## config.mk

```make
export PLATFORM = sky130hd
export DESIGN_NAME = gpio_input_conditioner
export DESIGN_NICKNAME = d
export VERILOG_FILES = /design/src/rtl/gpio_input_conditioner.sv
export SDC_FILE = /design/constraint.sdc
export NUM_CORES = 1
export LEC_CHECK = 0
export ABC_AREA = 1
export CELL_PAD_IN_SITES_DETAIL_PLACEMENT = 2
export CELL_PAD_IN_SITES_GLOBAL_PLACEMENT = 2
export CORE_MARGIN = 4
export CORE_UTILIZATION = 36
export DETAILED_ROUTE_END_ITERATION = 12
export PLACE_DENSITY = 0.84
export SETUP_SLACK_MARGIN = 0.05
export SYNTH_ARGS = -nofsm -noshare
export SYNTH_HDL_FRONTEND = slang
export SYNTH_SLANG_ARGS = --single-unit
```

## constraint.sdc

```tcl
create_clock -name clk -period 2.2 [get_ports clk]
set_clock_uncertainty 0.05 [all_clocks]
set_input_delay 0.22 -clock clk [delete_from_list [all_inputs] [get_ports clk]]
set_output_delay 0.22 -clock clk [all_outputs]
set_load 0.1 [all_outputs]
```

## src/rtl/gpio_input_conditioner.sv

```systemverilog
// 32-pin input conditioner: two-flop synchronizer, per-bit debounce, optional edge interrupts.
// Define GPIO_INPUT_CONDITIONER_INT_EN to build the edge-interrupt logic; otherwise int outputs are 0.
module gpio_input_conditioner #(
  parameter int unsigned DEBOUNCE_CYCLES = 16
) (
  input  logic        clk,
  input  logic        rst,
  input  logic [31:0] gpio_raw,
  output logic [31:0] gpio_clean,
  input  logic [31:0] int_rise_en,
  input  logic [31:0] int_fall_en,
  input  logic [31:0] int_clear,
  output logic [31:0] int_pending,
  output logic        gpio_int
);

  localparam logic [15:0] THRESH = 16'(DEBOUNCE_CYCLES - 1);

  logic [31:0] sync1;
  logic [31:0] sync2;
  logic [31:0] clean_q;
  logic [15:0] cnt_q [32];

  // The counter only runs while sync2 disagrees with clean_q, and it clears on the
  // accepting edge, so it tops out at THRESH and can never wrap.
  always_ff @(posedge clk) begin
    if (rst) begin
      sync1   <= '0;
      sync2   <= '0;
      clean_q <= '0;
      for (int i = 0; i < 32; i++) cnt_q[i] <= '0;
    end else begin
      sync1 <= gpio_raw;
      sync2 <= sync1;
      for (int i = 0; i < 32; i++) begin
        if (sync2[i] == clean_q[i]) begin
          cnt_q[i] <= '0;
        end else if (cnt_q[i] == THRESH) begin
          clean_q[i] <= sync2[i];
          cnt_q[i]   <= '0;
        end else begin
          cnt_q[i] <= cnt_q[i] + 16'd1;
        end
      end
    end
  end

  assign gpio_clean = clean_q;

`ifdef GPIO_INPUT_CONDITIONER_INT_EN
  logic [31:0] prev_q;
  logic [31:0] pending_q;
  logic [31:0] rise;
  logic [31:0] fall;
  logic [31:0] set_mask;

  assign rise     = clean_q & ~prev_q;
  assign fall     = ~clean_q & prev_q;
  assign set_mask = (rise & int_rise_en) | (fall & int_fall_en);

  // prev_q resets alongside clean_q, so leaving reset never looks like an edge.
  always_ff @(posedge clk) begin
    if (rst) begin
      prev_q    <= '0;
      pending_q <= '0;
    end else begin
      prev_q    <= clean_q;
      pending_q <= (pending_q & ~int_clear) | set_mask;
    end
  end

  assign int_pending = pending_q;
  assign gpio_int    = |pending_q;
`else
  logic unused_int_inputs;
  assign unused_int_inputs = ^{int_rise_en, int_fall_en, int_clear};
  assign int_pending       = '0;
  assign gpio_int          = 1'b0;
`endif

endmodule

```

---- Yosys cells after proc, flatten, opt, wreduce, memory -nomap -nowiden ----
Memories as Yosys holds them, arrays and structs flattened.
Index checks and enable logic that the tools add are counted.
word-level totals
  output and inout bits ................... 65
  RAM bits ................................ 512
  register bits after elaboration ......... 96
  input bits .............................. 130
  memories ................................ 1
  word-level logic and storage cells ...... 741
operators by class
  add/subtract/negate cells ............... 32
  bitwise gates (word level) .............. 128
  reduce and logical (&&, ||, !) cells .... 32
  equal/unequal tests ..................... 64
  multiplexer cells ....................... 450
memory list
  memory  words  width  rd ports  clocked after Yosys merged registers in  wr ports  line  RTL
  cnt_q   32     16     32        0                                        32        22    logic [15:0] cnt_q [32];
operator list
  operator                 number
  $mux W16                 96
  $add A16 B1 Y16 const B  32
  $eq A16 B4 Y1 const B    32
  $mux W1                  354
  $or A1 B1 Y1             96
  $reduce_and A2 Y1        32
  $eq A1 B1 Y1             32
  $not A1 Y1               32

---- Longest topological paths before layout ----
Gate-level depths: netlist of run 1.
An unclocked memory read counts as a cell.
  depth after elaboration ................. 8
  mapped depth ............................ 9
  gate-level depth less buffers ........... 8

---- Least setup slack after synthesis of run 1 ----
OpenSTA, ideal clock, no wires.
  kind .................................... register to register
  from .................................... register clean_q[19] (netlist: gpio_clean[19])
  to ...................................... memory cnt_q[19][12] (netlist: cnt_q[1][60]) (data pin)
  clock period less this slack ............ 1914 ps
  required time ........................... 2004 ps
  cell stages (with the launch flop) ...... 6
  arrival time ............................ 1718 ps
  setup time .............................. 146 ps
  slack ................................... 286 ps
  cell sequence ........................... dfxtp_1 > nor2_1 > nor3_1 > nand2_2 > buf_4 > a21oi_1
RTL lines
  what                               line  RTL
  from (decl)                        21    logic [31:0] clean_q;
  from (signal, indexed assignment)  39    clean_q[i] <= sync2[i];
  to (decl)                          22

==> out/metrics.cfg, run 1 <==
[routing]
viasPerCell = 4.73
drtIter0Drc = 1232
routedWlPerCell_um = 15.0
route.vias.total = 30068
routed_wl_um = 95200
drt_pass1_iterations = 4
drtAntennaViolNets = 0
drc = 0

[timing]
worst_slack_ns = 0.209
slew_violations = 0
whs_ns = 0.0600
relSlewSlack_pct = 65.7
final.setup.tns_ns = 0
finalSetupViolations = 0
max_freq_mhz = 502
hold_violations = 0
period_minus_slack_ns = 1.99
rsz0062_at_grt = no
tightest_slew_ns = 0.512
period_share_pct = 90.5

[worst_setup_path]
crit_family = simple AND/OR/NAND/NOR gates
crit_required_ns = 2.50
startpoint_type = flop
path_buf_inv = 0
worstPathCellList = ha_1 > nand4_1 > nor2_1 > nand2_1 > nand2_2 > nor2_1
slowest_stage = edfxtp_1
cp_data_arrival_time_ns = 2.29
critPathMaxFanout = 14
end_kind = flop
ff2ff_path_depth = 6
r2r-start = cnt_q[1][96]
cp_num_cells = 6
crit_start = cnt_q[1][96]
critPathMaxStageDelay_ns = 0.44
crit_path_frequent_cell = nor2_1
crit_type = flop to flop

[power]
intPower_w = 0.0214
clock_power_share_pct = 46.4
cellPowerDensity_mw_per_mm2 = 687
p_comb_share_pct = 5.9
ir_drop_mv = 0.435
switching_power_w = 0.00682
swShare_pct = 24.2
p_leak_nw = 16.4
seqPwrFrac_pct = 47.7
finalPower_w = 0.0282

[floorplanning]
die_area_mm2 = 0.102
rows = 113
start_util_pct = 36.5
fp.dieH_um = 319
core-area_mm2 = 0.0954
die_w_um = 319
ios = 195

[logic_synthesis]
synth_area_leaders = edfxtp_1 44%, nand2_1 11%, nor2_1 11%, inv_1 5.8%, dfxtp_1 5.5%
yosysWarnings = 0
syn_area_mm2 = 0.0348
postSynthCellCount = 4410
synth.distinct_cells = 33
ys_seq_area_share_pct = 49.7
avgSynthCellArea_um2 = 7.90
yosysTopAreaCell = edfxtp_1
yosysTopAreaCellShare_pct = 44.1
ys_seq_elements = 608

[final_layout]
final_cells = 6359
layout.nets = 5196
antenna_cells = 0
nFillCells = 11220
seq_area_mm2 = 0.0173
drive_above_1_share_pct = 5.42
area_growth_pct = 18.0
multi_input_area_mm2 = 0.0169

[global_route]
grt_pass1_wl_um = 161000
first_global_vias = 33531
grt_use_total_pct = 18.7
grt_max_degree = 28
overflow = 0
antenna_found_initial = 1

[cts]
clock_sinks = 608
cts_buffers = 77
clockBufferDepth = 3
root_buffer = clkbuf_16
clk_pin_slew_worst_paths_ns = 0.06
clk_latency_ns = 0.62
htreeDepth = 3
cts_tree = built

[placement]
post-place-ws_ns = 0.202
gp_congestion = 0.768
hpwl_um = 68400
dpl.cell_count = 6219
io_buffers = 65

[min_path]
hold_depth = 3
hp-start = gpio_raw[27]
min_path_type = primary input to flop

[status]
status = completed

[job]
drv_cap = 0

sequential cells by signal (all words and copies together) (netlist names):
name,count
cnt_q,512
gpio_clean,32
sync1,32
sync2,32
repair_timing:
action / in CTS / in global routing
endpoints found under the setup margin: 0 / 9
hold endpoints to repair: 6 / 0
hold buffers: 1 / 0
setup buffers: 0 / 0
gates resized for setup: 0 / 3
placed cells by master (no fill, tap or decap), types with 2 or more instances in the layout:
cell / instances
nand2_1: 1058
nor2_1: 1019
conb_1: 545
inv_1: 540
edfxtp_1: 512
nand3_1: 302
a21oi_1: 216
nand4_1: 148
xor2_1: 114
dfxtp_1: 96
clkbuf_16: 84
xnor2_1: 73
o21ai_0: 67
buf_4: 46
nand2_2: 32
ha_1: 32
clkdlybuf4s50_1: 32
nor2_2: 30
a21oi_2: 25
nand3b_1: 17
clkbuf_1: 17
clkbuf_8: 14
nor3_1: 10
clkinv_2: 10
or2_0: 8
nor3_4: 8
or2_2: 7
o21bai_1: 5
bufinv_16: 5
clkinv_1: 4
inv_4: 3
o21ai_2: 2
nor3_2: 2
clkinvlp_4: 2
buf_12: 2
path summary, 6_finish.rpt:
path / to / slack [ns]
min reg2reg: sync2[12] / 0.36
max reg2reg: cnt_q[1][96] / 0.21
max: cnt_q[1][96] / 0.21
min: sync1[27] / 0.06
cell families (layout without fill, tap and decap cells):
kind of cell	after synthesis	in the layout	synth area share, %
fa+ha+maj	32	32	1.15
buf+inv	621	762	7.84
flops	608	608	49.7
xor+xnor	187	187	4.70
other cells	2	545	0.0216
simple gates	2644	2644	31.8
compound gates	316	316	4.87
synthesized netlist by cell type (all sizes together):
library cell / n
o21ai: 69
ha: 32
conb: 2
a21oi: 241
nand3b: 17
or2: 16
nand4: 148
buf: 79
inv: 541
dfxtp: 96
nand2: 1091
clkinv: 1
xor2: 114
edfxtp: 512
nor2: 1050
nor3: 20
a21boi: 1
xnor2: 73
o21bai: 5
nand3: 302
worst register-to-register path: cells and delay by family, from the launching register on:
family        cells  cell delay [ns]
fa+ha+maj         1             0.26
flops             1             0.44
simple gates      5             0.96
stage by stage:
stage               area (um2)  utilization, %
finish                   41100            43.1
CTS                      41100            43.1
global placement         38500            40.3
detailed placement       38500            40.3
floorplan                36900               -
global route             41100            43.1
layer usage:
metal / vias to the layer above / GRT usage [%] / share of wire [%]
met5: - / 0 / 0.014
met3: 124 / 2.73 / 2.3
li1: 14969 / - / -
met2: 223 / 36.0 / 52
met1: 14750 / 21.6 / 43
met4: 2 / 4.57 / 2.1
final cells by class:
| type | instances | area share, % |
|---|---|---|
| sequential | 608 | 42.1 |
| multi-input combinational | 3724 | 41.0 |
| clock buffer | 115 | 5.74 |
| inverter | 542 | 4.96 |
| tap | 1265 | 3.85 |
| timing repair buffer | 81 | 1.74 |
| clock inverter | 24 | 0.612 |
power groups by stage:
stage                     Clock [W]  Sequential [W]  Combinational [W]
after floorplan                   0          0.0135            0.00133
after global placement            0          0.0137            0.00154
after detailed placement          0          0.0137            0.00162
after CTS                    0.0136          0.0135            0.00166
after global routing         0.0140          0.0135            0.00193
final                        0.0131          0.0135            0.00167
(Power assumes the default switching activity.)
==> inputs of run 2 (changes only) <==
- CAP_MARGIN: not set -> 10
- CORE_UTILIZATION: 36 -> 35
- PLACE_DENSITY: 0.84 -> 0.82
==> out/metrics.cfg, run 2 (same netlist as run 1, synthesis figures left out) <==
[timing]
period_minus_slack_ns = 1.99
slew_violations = 0
finalSetupViolations = 0
final.setup.tns_ns = 0
rsz0062_at_grt = no
period_share_pct = 90.4
hold_violations = 0
max_freq_mhz = 503

[floorplanning]
rows = 115
die_area_mm2 = 0.105
die_w_um = 323
core-area_mm2 = 0.0986
ios = 195
fp.dieH_um = 323
start_util_pct = 35.3

[cts]
root_buffer = clkbuf_16
clk_latency_ns = 0.64
clockBufferDepth = 3
htreeDepth = 3
cts_setup_buffers = 0
clk_pin_slew_worst_paths_ns = 0.06
cts_buffers = 79
clock_sinks = 608
cts_tree = built

[power]
cellPowerDensity_mw_per_mm2 = 690
finalPower_w = 0.0284
p_leak_nw = 16.4
ir_drop_mv = 0.447

[worst_setup_path]
cp_num_cells = 6
crit_type = flop to flop
crit_path_frequent_cell = nor2_1
cp-endpoint = cnt_q[1][114]
startpoint_type = flop
crit_required_ns = 2.52
cp_data_arrival_time_ns = 2.31
crit_family = simple AND/OR/NAND/NOR gates
r2r_end = cnt_q[1][114]
ff2ff_setup_slack_ns = 0.21
critPathMaxFanout = 14
r2r-start = cnt_q[1][112]
end_kind = flop
slowest_stage = edfxtp_1
ff2ff_path_depth = 6
worstPathCellList = ha_1 > nand4_1 > nor2_1 > nand2_1 > nand2_2 > nor2_1
path_buf_inv = 0
crit_start = cnt_q[1][112]
critPathMaxStageDelay_ns = 0.42

[routing]
drt_pass1_iterations = 5
viasPerCell = 4.69
drc = 0
route.vias.total = 29980
routed_wl_um = 92700
top_layer_used = met4
wirelength_met1_um = 40700
drtIter0Drc = 1124
routedWlPerCell_um = 14.5
drtAntennaViolNets = 0
met3WireLength_um = 1940
wl_met2_um = 48400

[global_route]
first_global_vias = 33124
grt_max_degree = 34
antenna_found_initial = 0
overflow = 0
grt_use_total_pct = 18.0
grt_pass1_wl_um = 158000

[final_layout]
regMostFlops = cnt_q
final_common_cell = nand2_1
area_growth_pct = 18.2
nFillCells = 11433
antenna_cells = 0
drive_above_1_share_pct = 5.37
final_cell_mix = 1058 x nand2_1, 1020 x nor2_1, 545 x conb_1
layout.nets = 5195
largest_reg_flops = 512

[min_path]
min_path_type = primary input to flop

[status]
status = completed

[placement]
hpwl_um = 68600
gp_congestion = 0.775
io_buffers = 65

[job]
drv_cap = 0

## run 2: stage by stage
step / cell area (um2) / setup slack, ns / std cells / util (%) / hold WS [ns]
2_1_floorplan: 36900 / 0.286 / 4953 / - / 0.277
3_3_place_gp: 38500 / 0.308 / 6236 / 39.0 / 0.340
6_report: 41200 / 0.211 / 6387 / 41.8 / 0.0528
5_1_grt: 41200 / 0.0501 / 6387 / 41.8 / 0.0246
3_5_place_dp: 38500 / 0.194 / 6236 / 39.0 / 0.353
4_1_cts: 41200 / 0.180 / 6387 / 41.8 / 0.00105
## run 2: worst min-delay path, cell delays in order
cell and delay (ns):
clkdlybuf4s50_1 0.40, inv_1 0.05, nor2_1 0.03
## run 2: power breakdown
group | internal (W) | switching, W
clock network | 0.00812 | 0.00518
registers | 0.0130 | 0.000500
logic | 0.000457 | 0.00119
## run 2: cell type report
| class | count | area (um2) | share of cell area [%] |
|---|---|---|---|
| clock buffers | 121 | 2410 | 5.85 |
| inverters | 542 | 2040 | 4.95 |
| clock inverters | 27 | 265 | 0.644 |
| well taps | 1287 | 1610 | 3.91 |
| multi-input cells | 3724 | 16800 | 40.9 |
| flip-flops and latches | 608 | 17300 | 42.0 |
| repair buffers | 78 | 698 | 1.70 |
## run 2: how the worst min path moves through the flow
stage                      start   endpoint  slack (ns)  cells past startpoint
floorplan            gpio_raw[0]   sync1[0]        0.28                      2
global placement       sync1[28]  sync2[28]        0.34                      2
detailed placement     sync1[18]  sync2[18]        0.35                      2
CTS                 gpio_raw[29]  sync1[29]       0.001                      3
global route         gpio_raw[1]   sync1[1]        0.02                      3
finish              gpio_raw[23]  sync1[23]        0.05                      3
## run 2: per-layer routing
layer,track usage [%],vias to the layer above
li1,-,14965
met1,21.3,14710
met2,34.2,193
met3,2.48,112
met4,4.12,0
met5,0,-
## run 2: timing repair
action	CTS	global route
setup endpoints to repair	0	7
endpoints found under the hold margin	4	0
hold buffers	3	0
resized for setup	0	1
==> inputs of run 3 (changes only) <==
- CTS_CLUSTER_DIAMETER: not set -> 30
==> out/metrics.cfg, run 3 (same netlist as run 1, synthesis figures left out) <==
[final_layout]
final_cells = 6613
final_cell_mix = 1058 x nand2_1, 1016 x nor2_1, 545 x conb_1
layout.nets = 5329
seq_area_mm2 = 0.0173
regMostFlops = cnt_q
multi_input_area_mm2 = 0.0169
nFillCells = 11042
post-route-util_pct = 46.3
area_growth_pct = 31.0
antenna_cells = 0
drive_above_1_share_pct = 8.69
largest_reg_flops = 512
final_common_cell = nand2_1

[placement]
dpl.cell_count = 6236
gp_congestion = 0.775
io_buffers = 65
hpwl_um = 68600

[routing]
drc = 0
drt_pass1_iterations = 5
route.vias.total = 31891
drtIter0Drc = 1256
routedWlPerCell_um = 17.7
drtAntennaViolNets = 0
viasPerCell = 4.82
routed_wl_um = 117000

[worst_setup_path]
r2r-start = cnt_q[1][145]
crit_path_frequent_cell = nor2_1
critPathMaxFanout = 14
crit_required_ns = 2.62
ff2ff_setup_slack_ns = 0.14
slowest_stage = edfxtp_1
ff2ff_path_depth = 6
end_kind = flop
cp_data_arrival_time_ns = 2.48
startpoint_type = flop
r2r_end = cnt_q[1][145]
crit_type = flop to flop
critPathMaxStageDelay_ns = 0.44
worstPathCellList = ha_1 > nand4_1 > nor2_1 > nand2_1 > nand2_4 > nor2_1

[floorplanning]
rows = 115
die_w_um = 323
die_area_mm2 = 0.105
start_util_pct = 35.3
fp.dieH_um = 323
ios = 195
core-area_mm2 = 0.0986

[power]
intPower_w = 0.0346
swShare_pct = 22.6
switching_power_w = 0.0101
clock_power_share_pct = 65.7
seqPwrFrac_pct = 30.3
p_comb_share_pct = 4.0
cellPowerDensity_mw_per_mm2 = 981
p_leak_nw = 18.6
ir_drop_mv = 0.538

[timing]
slew_violations = 0
rsz0062_at_grt = no
period_minus_slack_ns = 2.06
period_share_pct = 93.9
final.setup.tns_ns = 0
max_freq_mhz = 484
relSlewSlack_pct = 64.4
whs_ns = 0.0310
tightest_slew_ns = 0.533
finalSetupViolations = 0
hold_violations = 0

[global_route]
grt_use_total_pct = 22.3
grt_use_met2_pct = 42.7
first_global_vias = 36584
antenna_found_initial = 0
grt_pass1_wl_um = 190000
globalRouteMet3Util_pct = 3.97
overflow = 0
grt_use_met1_pct = 24.5
top_usage_layer = met2
grt_max_degree = 34

[cts]
cts_tree = built
clockBufferDepth = 3
cts_buffers = 185
cts_setup_buffers = 0
clk_latency_ns = 0.75
htreeDepth = 4
root_buffer = clkbuf_16
clock_sinks = 608
clk_pin_slew_worst_paths_ns = 0.05

[status]
status = completed

[min_path]
min_path_type = primary input to flop
hp-start = gpio_raw[7]
hold_end = sync1[7]
hold_depth = 3

[job]
drv_cap = 0

[run 3: metrics by stage]
step | setup slack (ns) | instance area (um2) | power [W]
global placement | 0.308 | 38500 | 0.0152
global route | 0.0500 | 45600 | 0.0462
CTS | 0.0953 | 45600 | 0.0452
detailed placement | 0.194 | 38500 | 0.0153
floorplan | 0.286 | 36900 | 0.0149
finish | 0.135 | 45600 | 0.0447
[run 3: power groups by stage]
| stage | Clock, W | Combinational (W) | Sequential, W |
|---|---|---|---|
| final | 0.0294 | 0.00180 | 0.0135 |
| after global routing | 0.0306 | 0.00204 | 0.0136 |
| after CTS | 0.0299 | 0.00174 | 0.0135 |
| after detailed placement | 0 | 0.00161 | 0.0137 |
| after global placement | 0 | 0.00153 | 0.0137 |
| after floorplan | 0 | 0.00133 | 0.0135 |
[run 3: cell type report]
type                            instances  area share, %
Multi-Input combinational cell       3724           37.0
Timing Repair Buffer                  106           2.14
Tap cell                             1287           3.53
Clock inverter                        112           3.64
Clock buffer                          234           11.3
Sequential cell                       608           37.9
Inverter                              542           4.46
[run 3: what timing repair did]
item	CTS	global route
hold buffers	31	0
endpoints found under the hold margin	47	0
pin swaps	0	0
setup endpoints to repair	4	74
resized for setup	2	11
[run 3: how the worst max path moves through the flow]
stage,depth (start not counted),start,endpoint
global placement,6,cnt_q[1][240],cnt_q[1][251]
floorplan,5,gpio_clean[19],cnt_q[1][60]
global route,6,cnt_q[1][160],cnt_q[1][161]
finish,6,cnt_q[1][145],cnt_q[1][145]
detailed placement,6,cnt_q[0][64],cnt_q[0][73]
CTS,6,cnt_q[0][96],cnt_q[0][104]
[run 3: metal layers]
layer | up-vias | wire [um]
met5 | - | 0
met4 | 0 | 3350
met3 | 241 | 3470
met2 | 419 | 62800
met1 | 15916 | 47300
li1 | 15315 | -
[run 3: critical path: cells and delay by family (launching register included)]
family,cells,cell delay [ns]
fa+ha+maj,1,0.30
simple gates,5,1.00
flops,1,0.44
